### config.mk
export PLATFORM = sky130hd
export DESIGN_NAME = ps2_mouse_pointer_tracker
export DESIGN_NICKNAME = d
export VERILOG_FILES = /design/src/rtl/ps2_mouse_pointer_tracker.sv
export SDC_FILE = /design/constraint.sdc
export NUM_CORES = 1
export LEC_CHECK = 0
export ABC_AREA = 1
export ABC_CLOCK_PERIOD_IN_PS = 3600
export CORE_MARGIN = 1
export CORE_UTILIZATION = 30
export DETAILED_ROUTE_END_ITERATION = 7
export PLACE_DENSITY = 0.58
export SYNTH_ARGS = -nofsm -noshare
export SYNTH_HDL_FRONTEND = slang
export SYNTH_SLANG_ARGS = --single-unit
### constraint.sdc
create_clock -name clock -period 3.6 [get_ports clock]
set_input_delay 0.36 -clock clock [delete_from_list [all_inputs] [get_ports clock]]
set_output_delay 0.36 -clock clock [all_outputs]
set_load 0.005 [all_outputs]
### src/rtl/ps2_mouse_pointer_tracker.sv
// PS/2 mouse packet assembler and clamped absolute pointer tracker.
// Optional pointer acceleration is enabled by defining POINTER_ACCEL_EN.
module ps2_mouse_pointer_tracker #(
  parameter int SCREEN_WIDTH       = 240,
  parameter int SCREEN_HEIGHT      = 320,
  parameter int BITS_SCREEN_WIDTH  = 8,
  parameter int BITS_SCREEN_HEIGHT = 9,
  parameter int TIMEOUT_CYCLES     = 50000
) (
  input  logic                          clock,
  input  logic                          resetn,
  input  logic [7:0]                    rxData,
  input  logic                          rxValid,
  output logic [BITS_SCREEN_WIDTH-1:0]  xPosPointer,
  output logic [BITS_SCREEN_HEIGHT-1:0] yPosPointer,
  output logic                          leftButton,
  output logic                          rightButton,
  output logic                          positionCheck,
  output logic                          packetValid
);

  localparam int SUM_W = ((BITS_SCREEN_WIDTH > BITS_SCREEN_HEIGHT) ?
                          BITS_SCREEN_WIDTH : BITS_SCREEN_HEIGHT) + 2;
  localparam int CNT_W = $clog2(TIMEOUT_CYCLES + 1);
  localparam logic [CNT_W-1:0]        CNT_LAST = CNT_W'(TIMEOUT_CYCLES - 1);
  localparam logic signed [SUM_W-1:0] X_MAX    = SUM_W'(SCREEN_WIDTH - 1);
  localparam logic signed [SUM_W-1:0] Y_MAX    = SUM_W'(SCREEN_HEIGHT - 1);
`ifdef POINTER_ACCEL_EN
  localparam logic signed [SUM_W-1:0] ACCEL_LIM = SUM_W'(8);
`endif

  typedef enum logic [1:0] {BYTE0, BYTE1, BYTE2, UPDATE} state_t;

  state_t                          state;
  logic [CNT_W-1:0]                timeoutCnt;
  // Packed status subset: {yOvf, xOvf, ySign, xSign, right, left}
  logic [5:0]                      status;
  logic [7:0]                      byte1;
  logic [7:0]                      byte2;

  logic signed [SUM_W-1:0]         dxExt, dyExt, xSum, ySum;
  logic [BITS_SCREEN_WIDTH-1:0]    xNext;
  logic [BITS_SCREEN_HEIGHT-1:0]   yNext;

  always_comb begin
    dxExt = '0;
    dyExt = '0;
    if (!status[4]) dxExt = {{(SUM_W-8){status[2]}}, byte1};
    if (!status[5]) dyExt = {{(SUM_W-8){status[3]}}, byte2};
`ifdef POINTER_ACCEL_EN
    if (dxExt > ACCEL_LIM || dxExt < -ACCEL_LIM) dxExt = dxExt <<< 1;
    if (dyExt > ACCEL_LIM || dyExt < -ACCEL_LIM) dyExt = dyExt <<< 1;
`endif
    xSum = $signed({{(SUM_W-BITS_SCREEN_WIDTH){1'b0}}, xPosPointer}) + dxExt;
    ySum = $signed({{(SUM_W-BITS_SCREEN_HEIGHT){1'b0}}, yPosPointer}) + dyExt;

    if (xSum[SUM_W-1])     xNext = '0;
    else if (xSum > X_MAX) xNext = X_MAX[BITS_SCREEN_WIDTH-1:0];
    else                   xNext = xSum[BITS_SCREEN_WIDTH-1:0];

    if (ySum[SUM_W-1])     yNext = '0;
    else if (ySum > Y_MAX) yNext = Y_MAX[BITS_SCREEN_HEIGHT-1:0];
    else                   yNext = ySum[BITS_SCREEN_HEIGHT-1:0];
  end

  always_ff @(posedge clock or negedge resetn) begin
    if (!resetn) begin
      state         <= BYTE0;
      timeoutCnt    <= '0;
      status        <= '0;
      byte1         <= '0;
      byte2         <= '0;
      xPosPointer   <= BITS_SCREEN_WIDTH'(SCREEN_WIDTH / 2);
      yPosPointer   <= BITS_SCREEN_HEIGHT'(SCREEN_HEIGHT / 2);
      leftButton    <= 1'b0;
      rightButton   <= 1'b0;
      positionCheck <= 1'b0;
      packetValid   <= 1'b0;
    end else begin
      packetValid   <= 1'b0;
      positionCheck <= 1'b0;
      case (state)
        BYTE0: begin
          timeoutCnt <= '0;
          if (rxValid && rxData[3]) begin
            status <= {rxData[7:4], rxData[1:0]};
            state  <= BYTE1;
          end
        end
        BYTE1, BYTE2: begin
          if (rxValid) begin
            timeoutCnt <= '0;
            if (state == BYTE1) begin
              byte1 <= rxData;
              state <= BYTE2;
            end else begin
              byte2 <= rxData;
              state <= UPDATE;
            end
          end else if (timeoutCnt == CNT_LAST) begin
            timeoutCnt <= '0;
            state      <= BYTE0;
          end else begin
            timeoutCnt <= timeoutCnt + 1'b1;
          end
        end
        UPDATE: begin
          xPosPointer   <= xNext;
          yPosPointer   <= yNext;
          leftButton    <= status[0];
          rightButton   <= status[1];
          positionCheck <= status[0] & ~leftButton;
          packetValid   <= 1'b1;
          timeoutCnt    <= '0;
          // A byte arriving during the update cycle is handled as BYTE0 input.
          if (rxValid && rxData[3]) begin
            status <= {rxData[7:4], rxData[1:0]};
            state  <= BYTE1;
          end else begin
            state  <= BYTE0;
          end
        end
        default: state <= BYTE0;
      endcase
    end
  end

endmodule
==> metrics.txt <==
dpl hpwl 6.80 mm; setup_tns 0 ns; # Post-CTS Setup Buffers 0; Critical Path Source Type register; Clock Tree Buf Depth 2; Initial Utilization 31.2%; Crit path largest cell delay 0.50 ns; Yosys warning count 0; Net Sw Power 0.00161 W; synthesized area per cell 7.36 µm²; fin crit share 63.7%; area grow syn2layout 20.2%; WL per Instance 12.3 µm; vias in the first global route 3,407; fin crit period 2.29 ns; Post-synth EDFFs 0; # rows 40; initial antenna violation count 0; PD cells 840 mW/mm²; Placer Congestion 0.833; placed insts 706; largest net degree at the start of global routing 39; IO buf count 31; Non-Filler Instances 721; Switching Fraction 42.3%; required time of the critical path 3.81 ns; ys flop type dfrtp_1; maximum clock frequency 436 MHz; Yosys top cell area share 36.5%; RSZ-0062 raised after global routing no; Hold Buf Count CTS 0; async set-reset flop share out of synthesis 100%; number of fill cells 1,329; hold crit path type in -> async; die area 0.0130 mm²; busiest grt layer met2; Slew HR 42.4%; CTS root buf clkbuf_16; Max Cap Violations 0; Die Height 114 µm; post-cts gate resize count 0; post-synth cell types 32; Syn Inst Count 513; final cell area excluding filler cells 0.00453 mm²; clock network fraction of design power 20.3%; crit-path most repeated cell nand2_1; Synth Cell Area 0.00377 mm²; Clock Sinks 61; vias post-DR 3,330; first-pass GRT wire length 15.6 mm; Final Setup Violations 0; status finished, final reports clean; M2 GR Usage 25.5%; Internal Pwr Total 0.00220 W; CP endpoint kind register; global routing usage summed across all routing layers 14.9%; drt first pass iters 4; Synth area leaders dfrtp_1, nand2_1, ha_1; worst reg2reg path depth 13; critical path data arrival time 2.51 ns; core area 0.0121 mm²; clk_lat worst skew 0.32 ns; worst setup margin 1.31 ns; antenna-violating nets left 0; Final Max Slew Viols 0; list of most frequent post-synthesis cells nand2_1, inv_1, dfrtp_1, nor2_1, nand3_1; TritonCTS Buffers 9; CTS tree built; Hold Fails Final Rpt 0; crit path kind reg -> reg; layout cells sized above 1 7.78%; most common cell in the synthesized netlist nand2_1; CTS HTree Levels 3; met3 Use GR 3.12%; Slew @ Worst Pin 0.859 ns; CP cell instances nor2_1 -> ha_1 -> fa_1 -> nand3_1 -> nand3_1 -> nand2_1 -> nand2_1 -> nand2_1 -> nand2_1 -> nand2_2 -> nand3b_1 -> nand2_1 -> nand2_1; largest fanout on the critical path 10; Final Total Pwr 0.00381 W; DRC errors left 0; Layout Nets 585; Boundary Pins 32; Setup WS pre-CTS 1.32 ns; Seq pwr share 29.4%; WL final 8.87 mm; DR vias/cell 4.62; Comb pwr share 50.3%; Yosys top cell by area dfrtp_1; Max IR drop VDD 0.000246 V; placed inst area 0.00427 mm²; Slowest cell on crit path dfrtp_1; Seq cells post-synth 61; GR Util met1 18.8%; P_leak 2.24 nW; Die Width 114 µm; post-synthesis sequential area ratio 40.6%; Antenna diodes 0; Worst-path clk slew 0.05 ns; grt total ovfl 0; Final Skew 0.00655 ns; drt initial violations 170; Synth Net Count 549
==> layout make-up <==
| cell class | instances | area [µm²] | area share (%) |
|---|---|---|---|
| timing repair buffer | 32 | 313 | 6.90 |
| tap | 168 | 210 | 4.64 |
| multi-input combinational | 364 | 1910 | 42.0 |
| inverter | 81 | 304 | 6.71 |
| clock inverter | 4 | 25.0 | 0.552 |
| clock buffer | 11 | 243 | 5.35 |
| sequential | 61 | 1530 | 33.8 |
==> power by group through the flow <==
stage	registers [W]	clock network, W	logic, W
2_1_floorplan	0.00107	0	0.00140
3_5_place_dp	0.00113	0	0.00192
3_3_place_gp	0.00112	0	0.00189
5_1_grt	0.00115	0.000822	0.00222
4_1_cts	0.00113	0.000791	0.00194
6_report	0.00112	0.000772	0.00192
==> sequential cells by signal (all words and copies together), names as in the netlist <==
name           flops
byte2              8
positionCheck      1
byte1              8
status             6
yPosPointer        9
state              2
leftButton         1
timeoutCnt        16
xPosPointer        8
packetValid        1
rightButton        1
==> stage by stage <==
step / hold slack, ns / utilization [%]
after floorplan: 0.0644 / -
after global placement: 0.376 / 35.2
after detailed placement: 0.380 / 35.2
after CTS: 0.0322 / 37.4
after global routing: 0.0479 / 37.4
final: 0.0175 / 37.4
==> final timing paths <==
check | from | endpoint | slack, ns
hold / removal | resetn | timeoutCnt[10] | 0.02
min in group clock | leftButton | positionCheck | 0.45
hold reg to reg | leftButton | positionCheck | 0.45
setup / recovery | status[5] | yPosPointer[1] | 1.31
setup reg to reg | status[5] | yPosPointer[1] | 1.31
max in group asynchronous | resetn | xPosPointer[4] | 2.66
==> routing by layer <==
metal	vias up	share of wire [%]
met3	14	3.3
met1	1552	47
met2	60	48
met5	-	0
li1	1704	-
met4	0	1.8
==> worst max-delay path, delay by kind of cell, from the launching register on <==
family | cells | cell delay, ns
simple gates | 11 | 1.00
fa+ha+maj | 2 | 0.69
flops | 1 | 0.50
==> layout by cell type (no fill, tap or decap), types with 5 or more instances in the layout <==
master / Yosys / layout
a21oi_1: 16 / 16
clkbuf_16: 0 / 9
clkdlybuf4s50_1: 0 / 30
dfrtp_1: 55 / 55
dfstp_2: 6 / 6
ha_1: 23 / 23
inv_1: 76 / 76
nand2_1: 156 / 156
nand3_1: 34 / 34
nand4_1: 12 / 12
nor2_1: 48 / 48
nor3_1: 6 / 6
o21ai_0: 28 / 28
o21ai_1: 6 / 6
xnor2_1: 5 / 5
==> cells by family (layout without fill, tap and decap cells) <==
family,Yosys count,count (layout),share of synthesized area (%)
flops,61,61,40.6
fa+ha+maj,25,25,8.69
mux,1,1,0.298
simple gates,277,277,32.1
xor+xnor,7,7,1.62
buf+inv,88,128,8.85
compound gates,54,54,7.83
(Power assumes the default switching activity.)
